--- config.mk ---
export PLATFORM = sky130hd
export DESIGN_NAME = lab1_imul_mul_requester
export DESIGN_NICKNAME = d
export VERILOG_FILES = /design/src/rtl/lab1_imul_mul_requester.sv
export SDC_FILE = /design/constraint.sdc
export NUM_CORES = 1
export LEC_CHECK = 0
export ABC_AREA = 1
export CELL_PAD_IN_SITES_DETAIL_PLACEMENT = 1
export CELL_PAD_IN_SITES_GLOBAL_PLACEMENT = 2
export CORE_MARGIN = 2
export CORE_UTILIZATION = 22
export CTS_CLUSTER_DIAMETER = 30
export DETAILED_ROUTE_END_ITERATION = 10
export GPL_TIMING_DRIVEN = 0
export PLACE_DENSITY_LB_ADDON = 0.1
export SLEW_MARGIN = 20
export SYNTH_ARGS = -nofsm -noshare
export SYNTH_HDL_FRONTEND = slang
export SYNTH_SLANG_ARGS = --single-unit
--- constraint.sdc ---
create_clock -name clk -period 4.7 [get_ports clk]
set_input_delay 0.47 -clock clk [delete_from_list [all_inputs] [get_ports clk]]
set_output_delay 0.47 -clock clk [all_outputs]
set_load 0.02 [all_outputs]
--- src/rtl/lab1_imul_mul_requester.sv ---
// Requester front end for the lab1 integer multiplier: streams operand pairs out as multiply requests and sums the returned products per job.
// Latency: operand-to-request is zero cycles (combinational); the result is valid the cycle after the last product is accepted.
// Backpressure: operands stall on mreq_rdy or exhausted credits; while the sum waits on result_rdy, new operands and responses are refused.
// Optional build macro LAB1_IMUL_REQ_SAT_EN: accumulate with unsigned saturation instead of wrapping modulo 2^32.
module lab1_imul_mul_requester #(
    parameter int MAX_OUTSTANDING = 1
) (
    input  logic        clk,
    input  logic        reset,
    input  logic        opnd_val,
    output logic        opnd_rdy,
    input  logic [63:0] opnd_msg,
    input  logic        opnd_last,
    output logic        mreq_val,
    input  logic        mreq_rdy,
    output logic [63:0] mreq_msg,
    input  logic        mresp_val,
    output logic        mresp_rdy,
    input  logic [31:0] mresp_msg,
    output logic        result_val,
    input  logic        result_rdy,
    output logic [31:0] result_msg
);

    localparam int CW = $clog2(MAX_OUTSTANDING + 1);
    localparam logic [CW-1:0] MAX_CNT = CW'(MAX_OUTSTANDING);

    typedef enum logic [1:0] {
        ISSUE = 2'd0,
        DRAIN = 2'd1,
        DONE  = 2'd2
    } state_t;

    state_t          state;
    logic [CW-1:0]   outstanding;
    logic [CW-1:0]   outstanding_next;
    logic [31:0]     acc;
    logic [31:0]     acc_sum;
    logic            credit;
    logic            in_issue;
    logic            opnd_go;
    logic            mreq_go;
    logic            mresp_go;
    logic            result_go;

    // A credit is available while fewer than MAX_OUTSTANDING requests are in flight.
    assign credit   = (outstanding != MAX_CNT);
    assign in_issue = (state == ISSUE);

    // Operands pass straight through to the multiplier, so accepting one is issuing it.
    assign mreq_val = in_issue & opnd_val & credit;
    assign opnd_rdy = in_issue & mreq_rdy & credit;
    assign mreq_msg = opnd_msg;

    // Only take responses we are owed, and freeze the sum while it is being presented.
    assign mresp_rdy = (outstanding != '0) & (state != DONE);

    assign result_val = (state == DONE);
    assign result_msg = acc;

    assign opnd_go   = opnd_val & opnd_rdy;
    assign mreq_go   = mreq_val & mreq_rdy;
    assign mresp_go  = mresp_val & mresp_rdy;
    assign result_go = result_val & result_rdy;

    // In-flight count after this edge; a simultaneous issue and response cancel out.
    always_comb begin
        outstanding_next = outstanding;
        if (mreq_go && !mresp_go) begin
            outstanding_next = outstanding + CW'(1);
        end else if (!mreq_go && mresp_go) begin
            outstanding_next = outstanding - CW'(1);
        end
    end

`ifdef LAB1_IMUL_REQ_SAT_EN
    logic [32:0] acc_wide;

    // Saturating add: any carry out of bit 31 pins the sum at all-ones.
    always_comb begin
        acc_wide = {1'b0, acc} + {1'b0, mresp_msg};
        acc_sum  = acc_wide[32] ? 32'hFFFF_FFFF : acc_wide[31:0];
    end
`else
    // Wrapping add: the carry out of bit 31 is dropped.
    always_comb begin
        acc_sum = acc + mresp_msg;
    end
`endif

    // Job sequencing, credit counter and accumulator.
    always_ff @(posedge clk or negedge reset) begin
        if (!reset) begin
            state       <= ISSUE;
            outstanding <= '0;
            acc         <= '0;
        end else begin
            outstanding <= outstanding_next;
            if (mresp_go) begin
                acc <= acc_sum;
            end
            case (state)
                ISSUE: begin
                    if (opnd_go && opnd_last) begin
                        state <= DRAIN;
                    end
                end
                DRAIN: begin
                    // Includes the edge that accepts the final response.
                    if (outstanding_next == '0) begin
                        state <= DONE;
                    end
                end
                DONE: begin
                    if (result_go) begin
                        state <= ISSUE;
                        acc   <= '0;
                    end
                end
                default: begin
                    state <= ISSUE;
                end
            endcase
        end
    end

endmodule

Word level (Yosys, flattened, before mapping) --
Cells that the tools add are included.
Storage, ports and cells: output and inout bits 100, bits of input ports 103, logic and storage cells 38, flip-flop bits (word level) 35
Cells by class: equality and inequality tests 6, $add $sub $neg 3, reduce and logical (&&, ||, !) cells 7, bitwise logic cells 10, muxes and demuxes 9
Operators with widths (number):
- 2-to-1 mux 32 bit | 3
- adder 32 bit | 1
- bitwise AND 1 bit | 9
- 2-to-1 mux 2 bit | 3
- one-hot mux 2 bit (3 select lines) | 1
- != test 2 x 1 -> 1 bit (second input constant) | 2
- != test 2 bit (second input constant) | 2
- logical AND 1 bit | 3
- AND reduction 3 bit | 1
- == test 2 x 1 -> 1 bit (second input constant) | 1
- == test 2 bit (second input constant) | 1
- zero test 1 bit | 2
- zero test 2 bit | 1
- 2-to-1 mux 1 bit | 2
- adder 1 bit (second input constant) | 1
- inverter 1 bit | 1
- subtractor 1 bit (second input constant) | 1

Longest topological paths before layout --
depth in word-level cells 10, depth in mapped cells 13, gate-level depth less buffers 13

Least setup slack after synthesis --
Ideal clock, no wire load.
path kind register -> register, from register acc[0], in the netlist result_msg[0], to register acc[16], in the netlist result_msg[16], arrival 1.821 ns, cell stages (with the launch flop) 12, path slack 2.761 ns, cells stage by stage dfrtp_1 ha_1 fa_1 nand3_1 nand3_1 nand2_1 nand2_1 nand2_1 nand2_1 xor2_1 o21bai_1 inv_1
Between the ends: longest elaborated chain between the ends 4
Ends and longest elaborated chain:
- start, declared | line 37 | logic [31:0] acc;
- start signal, assigned | line 100 | acc <= acc_sum;
- adder 32 bit (*) | line 87 | acc_sum = acc + mresp_msg;
- 2-to-1 mux 32 bit (*) | line 99 | if (mresp_go) begin
- 2-to-1 mux 32 bit | line 115 | if (result_go) begin
- 2-to-1 mux 32 bit (*) | line 102 | case (state)
Every way passes the cells marked *; elsewhere a longest branch is shown, timed or not. A chain may end at the register's enable or synchronous reset.

Worst setup path after layout --
from input port mresp_msg[0], to register acc[24], in the netlist result_msg[24]
Between the ends: longest elaborated chain between the ends 4
Ends and longest elaborated chain:
- start, declared | line 19 | input logic [31:0] mresp_msg,
- adder 32 bit (*) | line 87
- 2-to-1 mux 32 bit (*) | line 99
- 2-to-1 mux 32 bit | line 115
- 2-to-1 mux 32 bit (*) | line 102
Marked as above.

==> results.cfg <==
[critical_path]
r2r-start = result_msg[0]
setup.worst_path.class = in -> reg
crit_path_cell_trace = clkdlybuf4s50_1 -> ha_1 -> fa_1 -> nand3_1 -> nand3_1 -> nand2_1 -> nand2_1 -> nand3_1 -> nand3_1 -> nand2_1 -> nand3_1 -> nand2_1 -> inv_1
cp_data_arrival_time_ps = 2710
cp-startpoint = mresp_msg[0]
endpoint_kind = register
critPathMaxFanout = 5
cpLargestDelayFamily = simple AND/OR/NAND/NOR gates
cpPeakStageDelay_ps = 490
critPathLaunchType = input pin
critPathBufInv = 2
path_common_cell = nand3_1
required_ps = 4890
crit_slowest_cell = fa_1

[worst_hold_path]
hold_path_class = in -> async

[yosys]
syn_avg_cell_area_sq_um = 6.033
async_reset_ff_frac = 1.000
synth_area_leaders = nand2_1, dfrtp_1, inv_1, buf_4, ha_1
synth-edff-count = 0
synthCells = 740
synth_top_area_cell = nand2_1
synth_nets = 875
yosys-top-cells-count = nand2_1, inv_1, buf_4
synthFlopType = dfrtp_1
yosysSeqAreaShare = 0.1962
yosysMostFrequentCell = nand2_1
synth_seq_cells = 35
syn_area_sq_um = 4464
ys_types = 34
ys.warnings.count = 0
synth_top_area_share = 0.2035

[drt]
ant_nets = 0
detailroute.via_count = 4864
avgViaCountPerCell = 4.204
wl_per_cell_um = 14.57
routed_wl_um = 16850
route.detailed.drc = 0
drt_first_pass_iters = 4
drt_iter0_drc = 118

[floorplanning]
coreArea_sq_um = 20100
die-area_sq_um = 21450
start_util = 0.2221
die_w_um = 146.5
fp.dieH_um = 146.5
num_rows = 52
io-pin-count = 203

[cts]
clock_latency_ps = 300
cts_resized = 0
cts-root-buf = clkbuf_16
clock_sinks = 35
cts_tree = built
post_cts_buffers = 0
clockBufferDepth = 2
clkSlewWorstSetupHoldPaths_ps = 60
cts-htree-levels = 2
cts_inserted_buffers = 5
postCtsHoldBufs = 0

[global_routing]
grt-ovfl-total = 0
antenna_found_initial = 0
grt_max_degree = 20
grt_pass1_wl_um = 26940
grt_pass1_vias = 5186
grt_usage = 0.1581

[cells_and_area]
syn_to_final_growth_pct = 42.52
finalNetCount = 1021
num_antenna_cells = 0
final_util = 0.3165
drive_gt1_frac = 0.1184

[power_and_ir_drop]
power_frac_seq = 0.155
leakage_nw = 3.429
ir_worst_vdd_mv = 0.1900
internal_power_mw = 1.819
clock_power_share = 0.098
switching_share = 0.5312
p_per_area_nw_per_um2 = 609.8
comb_power_share = 0.747
p_sw_mw = 2.061

[sta]
final-setup-viol-count = 0
layout_min_cycle_time_ps = 2517
worstMarginPinSlew_ps = 600.5
finalHoldViolations = 0
setup_slack_ps = 2183
fin_crit_sh = 0.5356
slew_viol_final = 0
clock_skew_ps = 4.023
rsz0062_at_grt = false
tns_ps = 0
slew_headroom = 0.5997
max_freq_mhz = 397.2

[place]
hpwlAfterDp_um = 14400
io_buffers = 138
place_congestion = 0.8561
dp_slack_ps = 1858

[flow_run]
cap_violations = 0

[status]
status = finished clean
area by class of cell:
cell class | instances | area, sq um
fill | 2586 | 13740
multi-input combinational | 480 | 2481
buffer | 73 | 534.3
clock buffer | 8 | 156.4
sequential | 35 | 875.8
tap | 270 | 337.8
timing repair buffer | 139 | 1404
inverter | 152 | 573.1
worst reg2reg max path: stages, from the launching register on:
cell and delay (ps):
dfrtp_1 400, ha_1 240, fa_1 490, nand3_1 110, nand3_1 190, nand2_1 110
nand2_1 170, nand3_1 180, nand3_1 100, nand2_1 70, nand3_1 70, nand2_1 70
inv_1 40
cell families (layout without fill, tap and decap cells):
logic type               count (synthesis)  after routing  synth area share
AO/OA/AOI/OAI                           73             73            0.1017
XOR/XNOR                                11             11           0.02158
adder cells (fa/ha/maj)                 32             32           0.09137
buffers and inverters                  225            372            0.2480
flip-flops                              35             35            0.1962
AND/OR/NAND/NOR                        364            364            0.3411
routing by layer:
metal  vias to the layer above  part of all wire  global-route usage
met1                      2238              0.48              0.2079
met5                         -                 0                   0
met2                       144              0.46              0.2705
met4                         0            0.0092             0.02961
li1                       2474                 -                   -
met3                         8             0.051             0.03188
cell usage in the layout (no fill, tap or decap), drive strengths merged:
| cell | instances |
|---|---|
| nor3 | 4 |
| nand3 | 51 |
| and2 | 1 |
| o211ai | 4 |
| or2 | 3 |
| nand4 | 3 |
| dfrtp | 35 |
| o21a | 13 |
| a21oi | 25 |
| xor2 | 9 |
| xnor2 | 2 |
| fa | 1 |
| o22ai | 1 |
| ha | 31 |
| o21bai | 14 |
| clkdlybuf4s50 | 137 |
| clkinv | 1 |
| inv | 151 |
| a21o | 1 |
| nor2 | 51 |
| buf | 71 |
| o21ai | 15 |
| clkbuf | 12 |
| nand2 | 251 |
per-stage QoR:
step                cells  area, sq um  total power [mW]  hold slack (ps)
floorplan             740         4464             2.501            174.4
global placement     1148         6183             3.486            542.6
detailed placement   1149         6206             3.536            474.6
CTS                  1157         6362             3.950            154.9
global route         1157         6362             4.307            170.4
finish               1157         6362             3.880            133.7
power by group through the flow:
| stage | sequential, mW | clock, mW | combinational (mW) |
|---|---|---|---|
| detailed placement | 0.606 | 0 | 2.93 |
| global placement | 0.595 | 0 | 2.89 |
| global route | 0.629 | 0.410 | 3.27 |
| finish | 0.600 | 0.380 | 2.90 |
| floorplan | 0.751 | 0 | 1.75 |
| CTS | 0.603 | 0.400 | 2.95 |
registers in the layout, indices dropped and copies added (netlist names):
register,count
state,2
result_msg,32
outstanding,1
worst paths after layout:
| check | endpoint | slack, ps | cells after the start |
|---|---|---|---|
| max reg2reg | result_msg[24] | 2370 | 12 |
| min in group clk | result_msg[3] | 570 | 2 |
| max | result_msg[24] | 2180 | 13 |
| min reg2reg | result_msg[3] | 570 | 2 |
| min | result_msg[13] | 130 | 1 |
| max in group asynchronous | result_msg[31] | 4070 | 2 |
Note: power is estimated with default switching activity, not from simulation.
